<file path="config.mk">
export PLATFORM = sky130hd
export DESIGN_NAME = board_renderer
export DESIGN_NICKNAME = d
export VERILOG_FILES = /design/src/rtl/tetris_pkg.sv /design/src/rtl/pix_delay.sv /design/src/rtl/board_renderer.sv
export SDC_FILE = /design/constraint.sdc
export NUM_CORES = 1
export LEC_CHECK = 0
export ABC_CLOCK_PERIOD_IN_PS = 1900
export BUFFER_PORTS_ARGS = -buffer_cell sky130_fd_sc_hd__buf_4
export CAP_MARGIN = 5
export CORE_ASPECT_RATIO = 0.75
export CORE_MARGIN = 2
export CORE_UTILIZATION = 33
export DETAILED_ROUTE_END_ITERATION = 10
export HOLD_SLACK_MARGIN = 0.06
export PLACE_DENSITY = 0.61
export RECOVER_POWER = 100
export SLEW_MARGIN = 20
export SYNTH_ARGS = -nofsm -noshare
export SYNTH_HDL_FRONTEND = slang
export SYNTH_SLANG_ARGS = --single-unit
</file>
<file path="constraint.sdc">
create_clock -name clk -period 1.9 [get_ports clk]
set_input_delay 0.095 -clock clk [delete_from_list [all_inputs] [get_ports clk]]
set_output_delay 0.095 -clock clk [all_outputs]
set_load 0.05 [all_outputs]
</file>
<file path="src/rtl/tetris_pkg.sv">
// Shared types and colours for the board renderer: piece kind, palette and fixed colours.
package tetris_pkg;

   typedef logic [2:0] kind_t;

   localparam logic [11:0] ColBg   = 12'h000;
   localparam logic [11:0] ColGrid = 12'h333;
   localparam logic [11:0] ColK1   = 12'h09D;
   localparam logic [11:0] ColK2   = 12'h04F;
   localparam logic [11:0] ColK3   = 12'hD90;
   localparam logic [11:0] ColK4   = 12'hFF0;
   localparam logic [11:0] ColK5   = 12'h0F3;
   localparam logic [11:0] ColK6   = 12'h80C;
   localparam logic [11:0] ColK7   = 12'hF00;

   // Kind 0 is an empty cell and renders as background.
   function automatic logic [11:0] palette(kind_t kind);
      logic [11:0] col;
      case (kind)
         3'd1:    col = ColK1;
         3'd2:    col = ColK2;
         3'd3:    col = ColK3;
         3'd4:    col = ColK4;
         3'd5:    col = ColK5;
         3'd6:    col = ColK6;
         3'd7:    col = ColK7;
         default: col = ColBg;
      endcase
      return col;
   endfunction

endpackage

</file>
<file path="src/rtl/pix_delay.sv">
// Pixel-strobe enabled shift register used to align side-band signals with the read path.
module pix_delay #(
   parameter int unsigned WIDTH = 1,
   parameter int unsigned DEPTH = 1
) (
   input  logic             clk_i,
   input  logic             rst_ni,
   input  logic             en_i,
   input  logic [WIDTH-1:0] d_i,
   output logic [WIDTH-1:0] q_o
);

   logic [WIDTH-1:0] stage_q [DEPTH];

   always_ff @(posedge clk_i or negedge rst_ni) begin
      if (!rst_ni) begin
         for (int unsigned i = 0; i < DEPTH; i++) stage_q[i] <= '0;
      end else if (en_i) begin
         stage_q[0] <= d_i;
         for (int unsigned i = 1; i < DEPTH; i++) stage_q[i] <= stage_q[i-1];
      end
   end

   assign q_o = stage_q[DEPTH-1];

endmodule

</file>
<file path="src/rtl/board_renderer.sv">
// Board-area pixel renderer: cell counters, board read address, latency-aligned palette lookup.
// Define BOARD_RENDER_GRIDLINE_EN to draw grid lines on the first column/row of every cell.
module board_renderer
   import tetris_pkg::*;
#(
   parameter int unsigned ORG_X  = 220,
   parameter int unsigned ORG_Y  = 40,
   parameter int unsigned CELL   = 20,
   parameter int unsigned COLS   = 10,
   parameter int unsigned ROWS   = 20,
   parameter int unsigned RD_LAT = 1
) (
   input  logic                      clk,
   input  logic                      reset_n,
   input  logic                      p_tick,
   input  logic [9:0]                pixel_x,
   input  logic [9:0]                pixel_y,
   input  logic                      visible,
   input  logic                      hsync_in,
   input  logic                      vsync_in,
   output logic [$clog2(COLS)-1:0]   cell_x,
   output logic [$clog2(ROWS)-1:0]   cell_y,
   input  logic [2:0]                cell_kind,
   output logic                      hsync_out,
   output logic                      vsync_out,
   output logic [11:0]               rgb
);

   localparam int unsigned CxW  = $clog2(COLS);
   localparam int unsigned CyW  = $clog2(ROWS);
   localparam int unsigned ColW = $clog2(COLS + 1);
   localparam int unsigned RowW = $clog2(ROWS + 1);
   localparam int unsigned SubW = $clog2(CELL);

   localparam logic [9:0]      OrgX    = 10'(ORG_X);
   localparam logic [9:0]      OrgY    = 10'(ORG_Y);
   localparam logic [ColW-1:0] ColsOut = ColW'(COLS);
   localparam logic [RowW-1:0] RowsOut = RowW'(ROWS);
   localparam logic [SubW-1:0] SubLast = SubW'(CELL - 1);

   logic [ColW-1:0] col_q, col_d;
   logic [RowW-1:0] row_q, row_d;
   logic [SubW-1:0] sub_x_q, sub_x_d, sub_y_q, sub_y_d;

   // Stage 0: incremental cell/sub-pixel counters, no divide on the pixel path.
   always_comb begin
      col_d   = col_q;
      sub_x_d = sub_x_q;
      row_d   = row_q;
      sub_y_d = sub_y_q;
      if (pixel_x == OrgX) begin
         col_d   = '0;
         sub_x_d = '0;
      end else if (pixel_x == 10'd0) begin
         col_d   = ColsOut;
         sub_x_d = '0;
      end else if (col_q < ColsOut) begin
         if (sub_x_q == SubLast) begin
            sub_x_d = '0;
            col_d   = col_q + 1'b1;
         end else begin
            sub_x_d = sub_x_q + 1'b1;
         end
      end
      if (pixel_x == 10'd0) begin
         if (pixel_y == OrgY) begin
            row_d   = '0;
            sub_y_d = '0;
         end else if (row_q < RowsOut) begin
            if (sub_y_q == SubLast) begin
               sub_y_d = '0;
               row_d   = row_q + 1'b1;
            end else begin
               sub_y_d = sub_y_q + 1'b1;
            end
         end
      end
   end

   always_ff @(posedge clk or negedge reset_n) begin
      if (!reset_n) begin
         col_q   <= ColsOut;
         row_q   <= RowsOut;
         sub_x_q <= '0;
         sub_y_q <= '0;
      end else if (p_tick) begin
         col_q   <= col_d;
         row_q   <= row_d;
         sub_x_q <= sub_x_d;
         sub_y_q <= sub_y_d;
      end
   end

   assign cell_x = CxW'(col_q);
   assign cell_y = CyW'(row_q);

   logic inside_s0;
   assign inside_s0 = (col_q < ColsOut) && (row_q < RowsOut);

`ifdef BOARD_RENDER_GRIDLINE_EN
   localparam int unsigned AuxW = 1 + 2 * SubW;
   logic [AuxW-1:0] aux_in;
   assign aux_in = {inside_s0, sub_x_q, sub_y_q};
`else
   localparam int unsigned AuxW = 1;
   logic [AuxW-1:0] aux_in;
   assign aux_in = inside_s0;
`endif

   logic [2:0]      sync_dly;
   logic [AuxW-1:0] aux_dly;

   // Raw timing enters one stage earlier than the stage-0 derived signals.
   pix_delay #(
      .WIDTH (3),
      .DEPTH (RD_LAT + 1)
   ) u_sync_dly (
      .clk_i  (clk),
      .rst_ni (reset_n),
      .en_i   (p_tick),
      .d_i    ({visible, hsync_in, vsync_in}),
      .q_o    (sync_dly)
   );

   pix_delay #(
      .WIDTH (AuxW),
      .DEPTH (RD_LAT)
   ) u_aux_dly (
      .clk_i  (clk),
      .rst_ni (reset_n),
      .en_i   (p_tick),
      .d_i    (aux_in),
      .q_o    (aux_dly)
   );

   logic [11:0] rgb_q, rgb_d;
   logic        hsync_q, vsync_q;

   always_comb begin
      rgb_d = ColBg;
      if (sync_dly[2] && aux_dly[AuxW-1]) begin
         rgb_d = palette(kind_t'(cell_kind));
`ifdef BOARD_RENDER_GRIDLINE_EN
         if ((aux_dly[2*SubW-1:SubW] == '0) || (aux_dly[SubW-1:0] == '0)) rgb_d = ColGrid;
`endif
      end
   end

   always_ff @(posedge clk or negedge reset_n) begin
      if (!reset_n) begin
         rgb_q   <= ColBg;
         hsync_q <= 1'b1;
         vsync_q <= 1'b1;
      end else if (p_tick) begin
         rgb_q   <= rgb_d;
         hsync_q <= sync_dly[1];
         vsync_q <= sync_dly[0];
      end
   end

   assign rgb       = rgb_q;
   assign hsync_out = hsync_q;
   assign vsync_out = vsync_q;

endmodule
</file>
# --- Yosys cells after proc, flatten, opt, wreduce, memory -nomap -nowiden ---
# Cells that the tools add are included.
totals:
  ramBits: 0
  latchBits: 0
  regBits: 40
  mem_count: 0
  wordCells: 54
  romBits: 0
classes:
  addsub: 4
  magnitude_cmp: 2
  reduce_logical: 11
  shifts: 0
  bitwise: 0
  multipliers: 0
  div_mod_pow: 0
  eq_ne: 11
  muxes: 16
op_table:
  columns: ["operator", "n"]
  rows:
  - ["one-hot mux 12 bit (7 select lines)", 1]
  - ["2-to-1 mux 5 bit", 10]
  - ["2-to-1 mux 4 bit", 4]
  - ["adder 5 x 1 -> 5 bit, second input constant", 3]
  - ["== test 3 bit, second input constant", 4]
  - ["2-to-1 mux 12 bit", 1]
  - ["== test 10 x 6 -> 1 bit, second input constant", 1]
  - ["== test 10 x 8 -> 1 bit, second input constant", 1]
  - ["== test 5 bit, second input constant", 2]
  - ["logical NOT 10 bit", 1]
  - ["== test 3 x 2 -> 1 bit, second input constant", 2]
  - ["AND reduction 3 bit", 2]
  - ["nonzero test 3 bit", 2]
  - ["< comparator 5 bit, second input constant", 1]
  - ["adder 4 x 1 -> 4 bit, second input constant", 1]
  - ["< comparator 4 bit, second input constant", 1]
  - ["AND reduction 4 bit", 1]
  - ["nonzero test 2 bit", 2]
  - ["== test 3 x 1 -> 1 bit, second input constant", 1]
  - ["logical AND 1 bit", 2]
  - ["AND reduction 2 bit", 1]

# --- Longest topological paths before layout ---
# Gate-level depths: netlist of run 1.
depth:
  ltp_word: 5
  mapped_depth: 6
  ltp_nobuf: 5

# --- By module ---
# A second synthesis of run 1 with hierarchy kept.
hier_totals:
  cells_unflattened: 195
  hier_area_um2: 2026.9
by_module_without_submodules:
  columns: ["mod", "n_inst", "area_each_um2", "cells_per_inst"]
  rows:
  - ["board_renderer", 1, 1712.9, 177]
  - ["pix_delay at u_sync_dly", 1, 274.0, 16]
  - ["pix_delay at u_aux_dly", 1, 40.0, 2]

# --- Worst setup path before layout of run 1 ---
# OpenSTA, ideal clock, no wires.
synth_path:
  kind: "flip-flop to flip-flop"
  startpoint: "register row_q[3], in the netlist cell_y[3]"
  endpoint: "register row_q[0], in the netlist cell_y[0]"
  path_stages_with_launch: 5
  arrival_ps: 1508
  required_time_ps: 1779
  path_buffers: 0
  setup_slack_ps: 271
  cell_sequence: "dfrtp_1 > o21ai_2 > and2_1 > o211ai_2 > a22o_1"
synth_via:
  elab_chain_cells: 3
synth_lines:
  columns: ["item", "line_no", "source"]
  rows:
  - ["start: declaration", "board_renderer.sv:42", "logic [RowW-1:0] row_q, row_d;"]
  - ["start signal: assignment", "board_renderer.sv:83", "row_q <= RowsOut;"]
  - ["start signal: assignment", "board_renderer.sv:88", "row_q <= row_d;"]
  - ["< comparator 5 bit", "board_renderer.sv:69", "end else if (row_q < RowsOut) begin"]
  - ["nonzero test 2 bit (no line)", null, null]
  - ["AND reduction 4 bit (no line)", null, null]
# No other way between the ends.
# A chain may end at the register's enable or synchronous reset.

# --- Final worst setup path of run 1 ---
layout_path:
  startpoint: "register sub_y_q[0]"
  endpoint: "register row_q[0], in the netlist cell_y[0]"
layout_via:
  elab_chain_cells: 3
layout_lines:
  columns: ["item", "line_no", "source"]
  rows:
  - ["start: declaration", "board_renderer.sv:43", "logic [SubW-1:0] sub_x_q, sub_x_d, sub_y_q, sub_y_d;"]
  - ["start signal: assignment", "board_renderer.sv:90", "sub_y_q <= sub_y_d;"]
  - ["== test 5 bit", "board_renderer.sv:70", "if (sub_y_q == SubLast) begin"]
  - ["nonzero test 2 bit (no line)", null, null]
  - ["AND reduction 4 bit (no line)", null, null]
# No other way between the ends.

==> results of run 1 <==
-- what timing repair did --
action / CTS / global route
endpoints found under the hold margin: 34 / 0
gates resized for setup: 0 / 0
hold buffers: 4 / 0
-- power by group --
group / total, W / switching (W) / internal, W
sequential: 0.000944 / 0.0000704 / 0.000873
combinational: 0.000447 / 0.000278 / 0.000169
clock: 0.000529 / 0.000275 / 0.000254
-- sequential cells by signal, summed over array words and instances, names as in the netlist --
register	count
cell_x	4
cell_y	5
hsync_out	1
rgb	9
sub_x_q	5
sub_y_q	5
u_aux_dly.q_o	1
u_sync_dly.q_o	3
u_sync_dly.stage_q	3
vsync_out	1
-- cell families (layout without fill, tap and decap cells) --
group                    after synthesis  count (layout)  share of synthesized area
AO/OA/AOI/OAI                         61              61                      0.220
AND/OR/NAND/NOR                       56              56                      0.193
flip-flops                            37              37                      0.438
buffers and inverters                 30              83                     0.0634
multiplexers                          11              11                     0.0581
adder cells (fa/ha/maj)                4               4                     0.0235
XOR/XNOR                               1               1                    0.00411
-- metal layers --
metal	share of wire	vias to the layer above	routed length [um]
met2	0.43	46	2040
met5	0	-	0
met1	0.51	838	2460
li1	-	867	-
met4	0.015	0	72
met3	0.046	7	221
-- area by class of cell --
type,instances,area (um2)
clock buffer,6,72.6
clock inverter,2,10.0
fill,638,3700
inverter,17,63.8
multi-input combinational,133,1050
sequential,37,933
tap,81,101
timing repair buffer,58,357
-- worst reg2reg max path, delay by kind of cell (launching register included) --
family                     cells  cell delay (ns)
AOI/OAI and AO/OA              2             0.40
and+or+nand+nor                2             0.60
DFF                            1             0.39
adders and majority gates      1             0.21
-- per-stage QoR --
stage	util	cell area, um2	worst slack [ns]	power [W]	instances
after floorplan	-	2130	0.271	0.00126	200
after global placement	0.408	2570	0.240	0.00142	322
after detailed placement	0.408	2570	0.249	0.00144	322
after CTS	0.428	2690	0.255	0.00198	334
after global routing	0.412	2590	0.0975	0.00206	334
final	0.412	2590	0.195	0.00192	334
-- cells in the final DEF, fill, tap and decap left out, types with 3 or more instances in the layout --
cell type / synthesis / layout
and4bb_1: 2 / 3
nor4_1: 3 / 3
buf_4: 5 / 27
o2bb2ai_1: 8 / 8
o211ai_1: 2 / 3
mux2_2: 8 / 8
ha_1: 4 / 4
o221ai_1: 3 / 3
dfstp_2: 6 / 5
inv_1: 17 / 17
o21ai_0: 10 / 11
a32o_1: 3 / 3
o22ai_1: 3 / 3
o21a_1: 3 / 3
dfrtp_1: 31 / 31
a211oi_1: 3 / 3
nand2b_1: 5 / 5
nand3_1: 11 / 11
clkbuf_1: 5 / 24
nor2_1: 7 / 7
clkbuf_8: 0 / 5
clkbuf_4: 0 / 3
nor2b_1: 4 / 4
a21oi_1: 5 / 5
dlygate4sd3_1: 0 / 4
o31ai_1: 3 / 4
and3_1: 5 / 5
-- worst paths after layout --
kind                               from   endpoint  slack (ns)  cells after the start
setup / recovery             sub_y_q[0]  cell_y[0]        0.20                      5
hold / removal             cell_kind[2]     rgb[9]        0.07                      2
hold reg to reg                 rgb[11]    rgb[11]        0.49                      1
max in group asynchronous       reset_n  cell_x[0]        0.87                      2
min in group asynchronous       reset_n     rgb[9]        0.47                      2
setup reg to reg             sub_y_q[0]  cell_y[0]        0.20                      5
==> run summary, run 1 <==
Status: completed
Startpoint Class: flop
Slowest stage delay, CP: 0.39 ns
Max Cap Violations: 0
Final nets: 285
Crit. End Element: flop
Clock-pin slew on the worst setup and hold paths: 0.07 ns
Fmax: 587 MHz
CTS tree: yes
Worst Path Max Fanout: 7
Remaining antenna violation count: 0
Per-cell routed wire length: 14.3 um
Starting Density: 0.339
Synth Warn #: 0
Gp weighted congestion: 0.788
IO buf count: 51
Ys flop type: dfrtp_1
GRT Total Usage: 0.144
Yosys cell types: 57
Die area: 7130 um2
GRT met2 Usage: 0.203
H-tree levels: 2
Met1 Resource Use GR: 0.214
Worst EP arrival: 1.89 ns
Post-route DRC: 0
Final Setup Violations: 0
Slew headroom: 0.403
Gr ovfl total: 0
Worst Path Required: 2.08 ns
Post-synth EDFFs: 0
Fin crit period: 1.70 ns
Post-Route WL: 4790 um
Diode count: 0
Final Hold Viols: 0
Fin. max-slew vios: 0
Clk sink count: 37
Crit-path slowest cell: dfrtp_1
Postcts setup bufs: 0
Power Dens Cells: 742 nW/um2
Worst Skew: 0.00419 ns
Initial antenna violation count: 0
Top-area cell type share of the netlist area: 0.364
Post-Synthesis Cells: 200
Async set-or-reset flop fraction in the synthesized netlist: 1.00
Avg Inst Size Synth: 10.7 um2
Standard-cell rows: 25
Yosys top cell by area: dfrtp_1
RSZ-0062 raised after global routing: no
CP bufs+invs: 0
Leakage: 1.08 nW
Global-route wire length before repair: 8230 um
Die height: 73.6 um
Synth-to-layout area growth: 21.4%
Leading post-synthesis cells by cell area: dfrtp_1 (36%), dfstp_2 (7.4%), mux2_2 (4.2%), o2bb2ai_1 (3.3%), inv_1 (3.0%)
Crit path kind: reg -> reg
HP Class: in -> reg
Core area: 6290 um2
Initial DRT Pass Iterations: 4
Delay-heaviest family, CP: simple AND/OR/NAND/NOR gates
Sequential area share after synthesis: 0.438
Layout cells sized above 1: 0.249
#FFs+latches synth: 37
CTS buffer count: 5
Worst slew pin tran: 0.896 ns
Top cells by count, synth: dfrtp_1 (31), inv_1 (17), nand3_1 (11)
Most frequent cell after synthesis: dfrtp_1
Vias: 1758
Mapped cell area: 2130 um2
Synthesized Nets: 233
Vias in the first global route: 1633
Setup_tns: 0 ns
Critical-path cell list: ha_1 -> and4bb_1 -> and2_0 -> o211ai_1 -> a22o_1
Met3 Resource Use GR: 0.0295
Detailed Route Iter0 Violations: 111
IR drop worst, VDD: 0.260 mV
Worst-skew pair later-pin latency: 0.29 ns
DP Wirelength: 3550 um
Largest net degree at the start of global routing: 38
Via density: 5.26
CTS root buf: clkbuf_8
Worst hold slack: 0.0725 ns
I/O Pins: 52
Fin crit share: 0.897
Max clock buf depth: 2
Busiest grt layer: met1
DIE WIDTH: 96.8 um
Note: power is estimated with default switching activity, not from simulation.
==> run 2: changes to the inputs <==
- ABC_CLOCK_PERIOD_IN_PS: 1900 -> 2000
- HOLD_SLACK_MARGIN: 0.06 -> 0.15
- clock period: 1.9 -> 2 ns (I/O delays scaled with it)
==> run 2 against run 1 <==
Sequential cell count is the same. Largest cell class unchanged. Highest routed layer unchanged. Clock skew rose by 0.0030 ns. Die area stayed put. Cell area unchanged. Via count fell by 0.40%. Worst hold slack gained 0.095 ns. Cell count up 0.60%. Core utilization did not move.
==> run summary, run 2 (same netlist as run 1, synthesis figures left out) <==
Status: completed
Hold buffer count at cts: 6
Worst Path Required: 2.22 ns
Diode count: 0
R2R Path Start: sub_y_q[0]
CTS buffer count: 5
Clock-pin slew on the worst setup and hold paths: 0.07 ns
Initial antenna violation count: 0
Clk sink count: 37
Global-route wire length before repair: 8140 um
GRT Total Usage: 0.140
Max Cap Violations: 0
Fin crit period: 1.74 ns
Die area: 7130 um2
Final nets: 287
Worst Path Max Fanout: 7
DP Wirelength: 3470 um
Power Dens Cells: 701 nW/um2
CTS root buf: clkbuf_8
Most common cell after layout, fill and taps aside: dfrtp_1
HP Class: in -> reg
CP Launch Point: pixel_x[0]
Fin. max-slew vios: 0
Post-route DRC: 0
Die height: 73.6 um
Design area: 2590 um2
Initial DRT Pass Iterations: 4
Detailed Route Iter0 Violations: 87
CTS tree: yes
Core area: 6290 um2
Worst Skew: 0.00715 ns
IO buf count: 51
H-tree levels: 2
Largest net degree at the start of global routing: 38
Per-cell routed wire length: 14.1 um
Most frequent cells in the layout: dfrtp_1 (31), clkbuf_1 (26), buf_4 (25)
Fmax: 576 MHz
DIE WIDTH: 96.8 um
IR drop worst, VDD: 0.290 mV
Hold_sp: cell_kind[0]
Remaining antenna violation count: 0
Post-Route WL: 4740 um
Synth-to-layout area growth: 21.4%
Via density: 5.21
Worst EP arrival: 1.96 ns
Starting Density: 0.339
Setup_tns: 0 ns
Crit path kind: in -> reg
Slew headroom: 0.394
Vias in the first global route: 1686
Final Hold Viols: 0
Worst-skew pair later-pin latency: 0.28 ns
Gr ovfl total: 0
Max clock buf depth: 2
Layout cells sized above 1: 0.239
Crit. End Element: flop
Gp weighted congestion: 0.828
Standard-cell rows: 25
I/O Pins: 52
Post-layout util: 0.412
Worst slew pin tran: 0.909 ns
Leakage: 1.09 nW
Max reg flops: 9
Vias: 1751
Worst hold slack: 0.167 ns
Final Power: 0.00181 W
Final Setup Violations: 0
Startpoint Class: primary input
Area after DPL: 2570 um2
Postcts setup bufs: 0
RSZ-0062 raised after global routing: no
Fin crit share: 0.868
Resize count post-CTS: 0
run 2: worst max-delay path: stages:
cell       delay, ns
clkbuf_4        0.11
nor4_2          0.39
nand4bb_1       0.36
nor3_1          0.72
a32o_1          0.28
run 2: final timing paths:
| kind | slack (ns) | endpoint | depth (start not counted) |
|---|---|---|---|
| worst max register to register | 0.34 | cell_y[0] | 5 |
| worst min register to register | 0.49 | rgb[11] | 1 |
| worst min-delay path | 0.17 | rgb[10] | 3 |
| max in group asynchronous | 0.95 | cell_x[0] | 2 |
| min in group asynchronous | 0.47 | rgb[9] | 2 |
| worst max-delay path | 0.26 | sub_y_q[0] | 5 |
run 2: through the flow:
step	setup WS (ns)	cells
after floorplan	0.371	200
after global placement	0.331	322
after detailed placement	0.334	322
after CTS	0.339	336
after global routing	0.128	336
final	0.264	336
run 2: power breakdown:
part	internal [W]	switching (W)	leakage [nW]
combinational	0.000161	0.000262	0.604
sequential	0.000830	0.0000641	0.440
clock	0.000245	0.000252	0.0422
total	0.00124	0.000579	1.09
run 2: cell type report:
| class | instances | area (um2) |
|---|---|---|
| clock buffers | 7 | 76.3 |
| clock inverters | 1 | 5.00 |
| fillers | 648 | 3700 |
| inverters | 17 | 63.8 |
| multi-input cells | 133 | 1030 |
| flip-flops and latches | 37 | 933 |
| well taps | 81 | 101 |
| repair buffers | 60 | 373 |
run 2: per-layer routing:
| metal | up-vias | global-route usage | routed length [um] |
|---|---|---|---|
| met5 | - | 0 | 0 |
| li1 | 871 | - | - |
| met3 | 2 | 0.0314 | 217 |
| met1 | 835 | 0.198 | 2390 |
| met2 | 43 | 0.214 | 2090 |
| met4 | 0 | 0.0516 | 38 |
==> run 3: changes to the inputs <==
- ABC_AREA: default -> 1
==> run 3 against run 2 <==
Power grew 17%. Cell area grew 1.2%. Non-clock buffer count shrank 1. Worst hold slack gained 0.056 ns. Via count grew 8.2%. Critical path depth grew 1. Synthesized area grew 0.59%. Die area grew 0.56%. Core utilization grew 0.50 points. Global-route usage shrank 0.43 points. Largest power group unchanged.
==> run summary, run 3 <==
Core area: 6290 um2
Max Cap Violations: 0
Final Hold Viols: 0
Final nets: 369
Sequential area share after synthesis: 0.435
Remaining antenna violation count: 0
Clock-pin slew on the worst setup and hold paths: 0.08 ns
Fin. max-slew vios: 0
Diode count: 0
IO buf count: 51
Worst Path Max Fanout: 18
RSZ-0062 raised after global routing: no
Worst Path Required: 2.18 ns
Layout cells sized above 1: 0.175
Largest net degree at the start of global routing: 38
Worst EP arrival: 1.91 ns
Starting Density: 0.341
Detailed Route Iter0 Violations: 74
Worst slew pin tran: 0.927 ns
Crit path kind: in -> reg
Final Non-Filler Cells: 418
Initial DRT Pass Iterations: 4
Leakage: 1.27 nW
Gp weighted congestion: 0.791
Top cells by count, synth: nand2_1 (85), dfrtp_1 (31), nor2_1 (30)
Mapped cell area: 2140 um2
Post-route DRC: 0
Internal: 0.00132 W
Crit-path slowest cell: dlygate4sd3_1
Async set-or-reset flop fraction in the synthesized netlist: 1.00
Global-route wire length before repair: 7870 um
HP Class: in -> reg
Yosys top cell by area: dfrtp_1
I/O Pins: 52
Final Power: 0.00213 W
DIE WIDTH: 97.1 um
Postcts setup bufs: 0
Fmax: 577 MHz
Synth-to-layout area growth: 22.1%
Ys flop type: dfrtp_1
Worst Skew: 0.00568 ns
Crit. End Element: flop
Status: completed
CTS buffer count: 5
Max reg flops: 9
Sequential share of power: 0.464
Post-Route WL: 4640 um
Leading post-synthesis cells by cell area: dfrtp_1 (36%), nand2_1 (15%), dfstp_2 (7.4%), nor2_1 (5.3%), nand3_1 (5.1%)
Delay-heaviest family, CP: buffers and inverters
Vias in the first global route: 1782
Post-Synthesis Cells: 276
Setup_tns: 0 ns
Max clock buf depth: 2
Fill count: 665
Logic pwr share: 0.297
Power Dens Cells: 812 nW/um2
Standard-cell rows: 25
Switching share of power: 0.381
Worst hold slack: 0.224 ns
Gr ovfl total: 0
Synth Warn #: 0
Placed cells: 401
Crit-path most repeated cell: dlygate4sd3_1
Post-layout util: 0.417
Via density: 4.53
#FFs+latches synth: 37
Clk pwr share: 0.239
NetSw: 0.000809 W
H-tree levels: 2
CTS root buf: clkbuf_8
Slew headroom: 0.382
Per-cell routed wire length: 11.1 um
Clk sink count: 37
Worst-skew pair later-pin latency: 0.29 ns
CP bufs+invs: 4
Vias: 1895
IR drop worst, VDD: 0.462 mV
Fin crit period: 1.73 ns
CTS tree: yes
Critical-path cell list: dlygate4sd3_1 -> buf_4 -> clkinvlp_4 -> nand2_1 -> o21ai_0 -> dlygate4sd3_1
Die height: 73.8 um
Fin crit share: 0.866
Initial antenna violation count: 0
Most frequent cells in the layout: nand2_1 (88), nor2_1 (32), dfrtp_1 (31)
Synthesized Nets: 309
Startpoint Class: primary input
Avg Inst Size Synth: 7.77 um2
Most frequent cell after synthesis: nand2_1
Post-synth EDFFs: 0
Yosys cell types: 29
Top-area cell type share of the netlist area: 0.362
DP Wirelength: 3360 um
Final Setup Violations: 0
Slowest stage delay, CP: 0.55 ns
GRT Total Usage: 0.136
Die area: 7170 um2
Most common cell after layout, fill and taps aside: nand2_1
## run 3: changes by cell type after synthesis, moves of 7 or more
cell,before,now
nor2_1,7,30
mux2_2,8,0
inv_1,17,26
o21ai_1,0,7
nand3_1,11,22
o2bb2ai_1,8,0
nand2_1,2,85
## run 3: worst register-to-register path, cell delays in order (launching register included)
cell	delay, ns
dfrtp_1	0.40
ha_1	0.25
nand3_1	0.22
o211ai_1	0.46
nand2_2	0.15
nand2_1	0.09
nand2_1	0.04
## run 3: final timing paths
kind / cells after the start / to / from / slack, ns
max in group asynchronous: 2 / u_sync_dly.stage_q[4] / reset_n / 0.94
setup reg to reg: 6 / cell_x[2] / sub_x_q[0] / 0.28
hold / removal: 3 / rgb[10] / cell_kind[0] / 0.22
min in group asynchronous: 2 / sub_y_q[1] / reset_n / 0.48
hold reg to reg: 2 / vsync_out / vsync_out / 0.47
setup / recovery: 6 / rgb[5] / p_tick / 0.27
## run 3: through the flow
step	worst slack, ns	area (um2)
6_report	0.268	2620
5_1_grt	0.121	2620
4_1_cts	0.0927	2750
3_5_place_dp	0.561	2580
3_3_place_gp	0.594	2580
2_1_floorplan	0.523	2140
## run 3: repair_timing
item | CTS | global route
resized for setup | 0 | 1
endpoints found under the setup margin | 0 | 1
endpoints found under the hold margin | 48 | 0
hold buffers | 8 | 0
## run 3: routing by layer
metal  GRT usage  up-vias  wire length, um
met5           0        -                0
met4      0.0344        0               36
met3      0.0400        5              242
met2       0.221       37             1980
met1       0.181      859             2380
li1            -      994                -
## run 3: power by group through the flow
stage	registers (W)	logic, W	clock network (W)
6_report	0.000986	0.000631	0.000508
5_1_grt	0.00100	0.000712	0.000564
4_1_cts	0.000990	0.000697	0.000529
3_5_place_dp	0.00100	0.000683	0
3_3_place_gp	0.000999	0.000679	0
2_1_floorplan	0.00115	0.000321	0
## run 3: area by class of cell
type	instances	area (um2)	area share
multi-input cells	203	1010	0.386
flip-flops and latches	37	933	0.356
repair buffers	59	374	0.143
inverters	29	113	0.0430
well taps	81	101	0.0387
clock buffers	6	72.6	0.0277
clock inverters	2	10.0	0.00382
repair inverters	1	5.00	0.00191
## run 3: cells by family after synthesis
group | synth area share
AND/OR/NAND/NOR | 0.354
flip-flops | 0.435
buffers and inverters | 0.0712
AO/OA/AOI/OAI | 0.0875
XOR/XNOR | 0.0286
adder cells (fa/ha/maj) | 0.0233
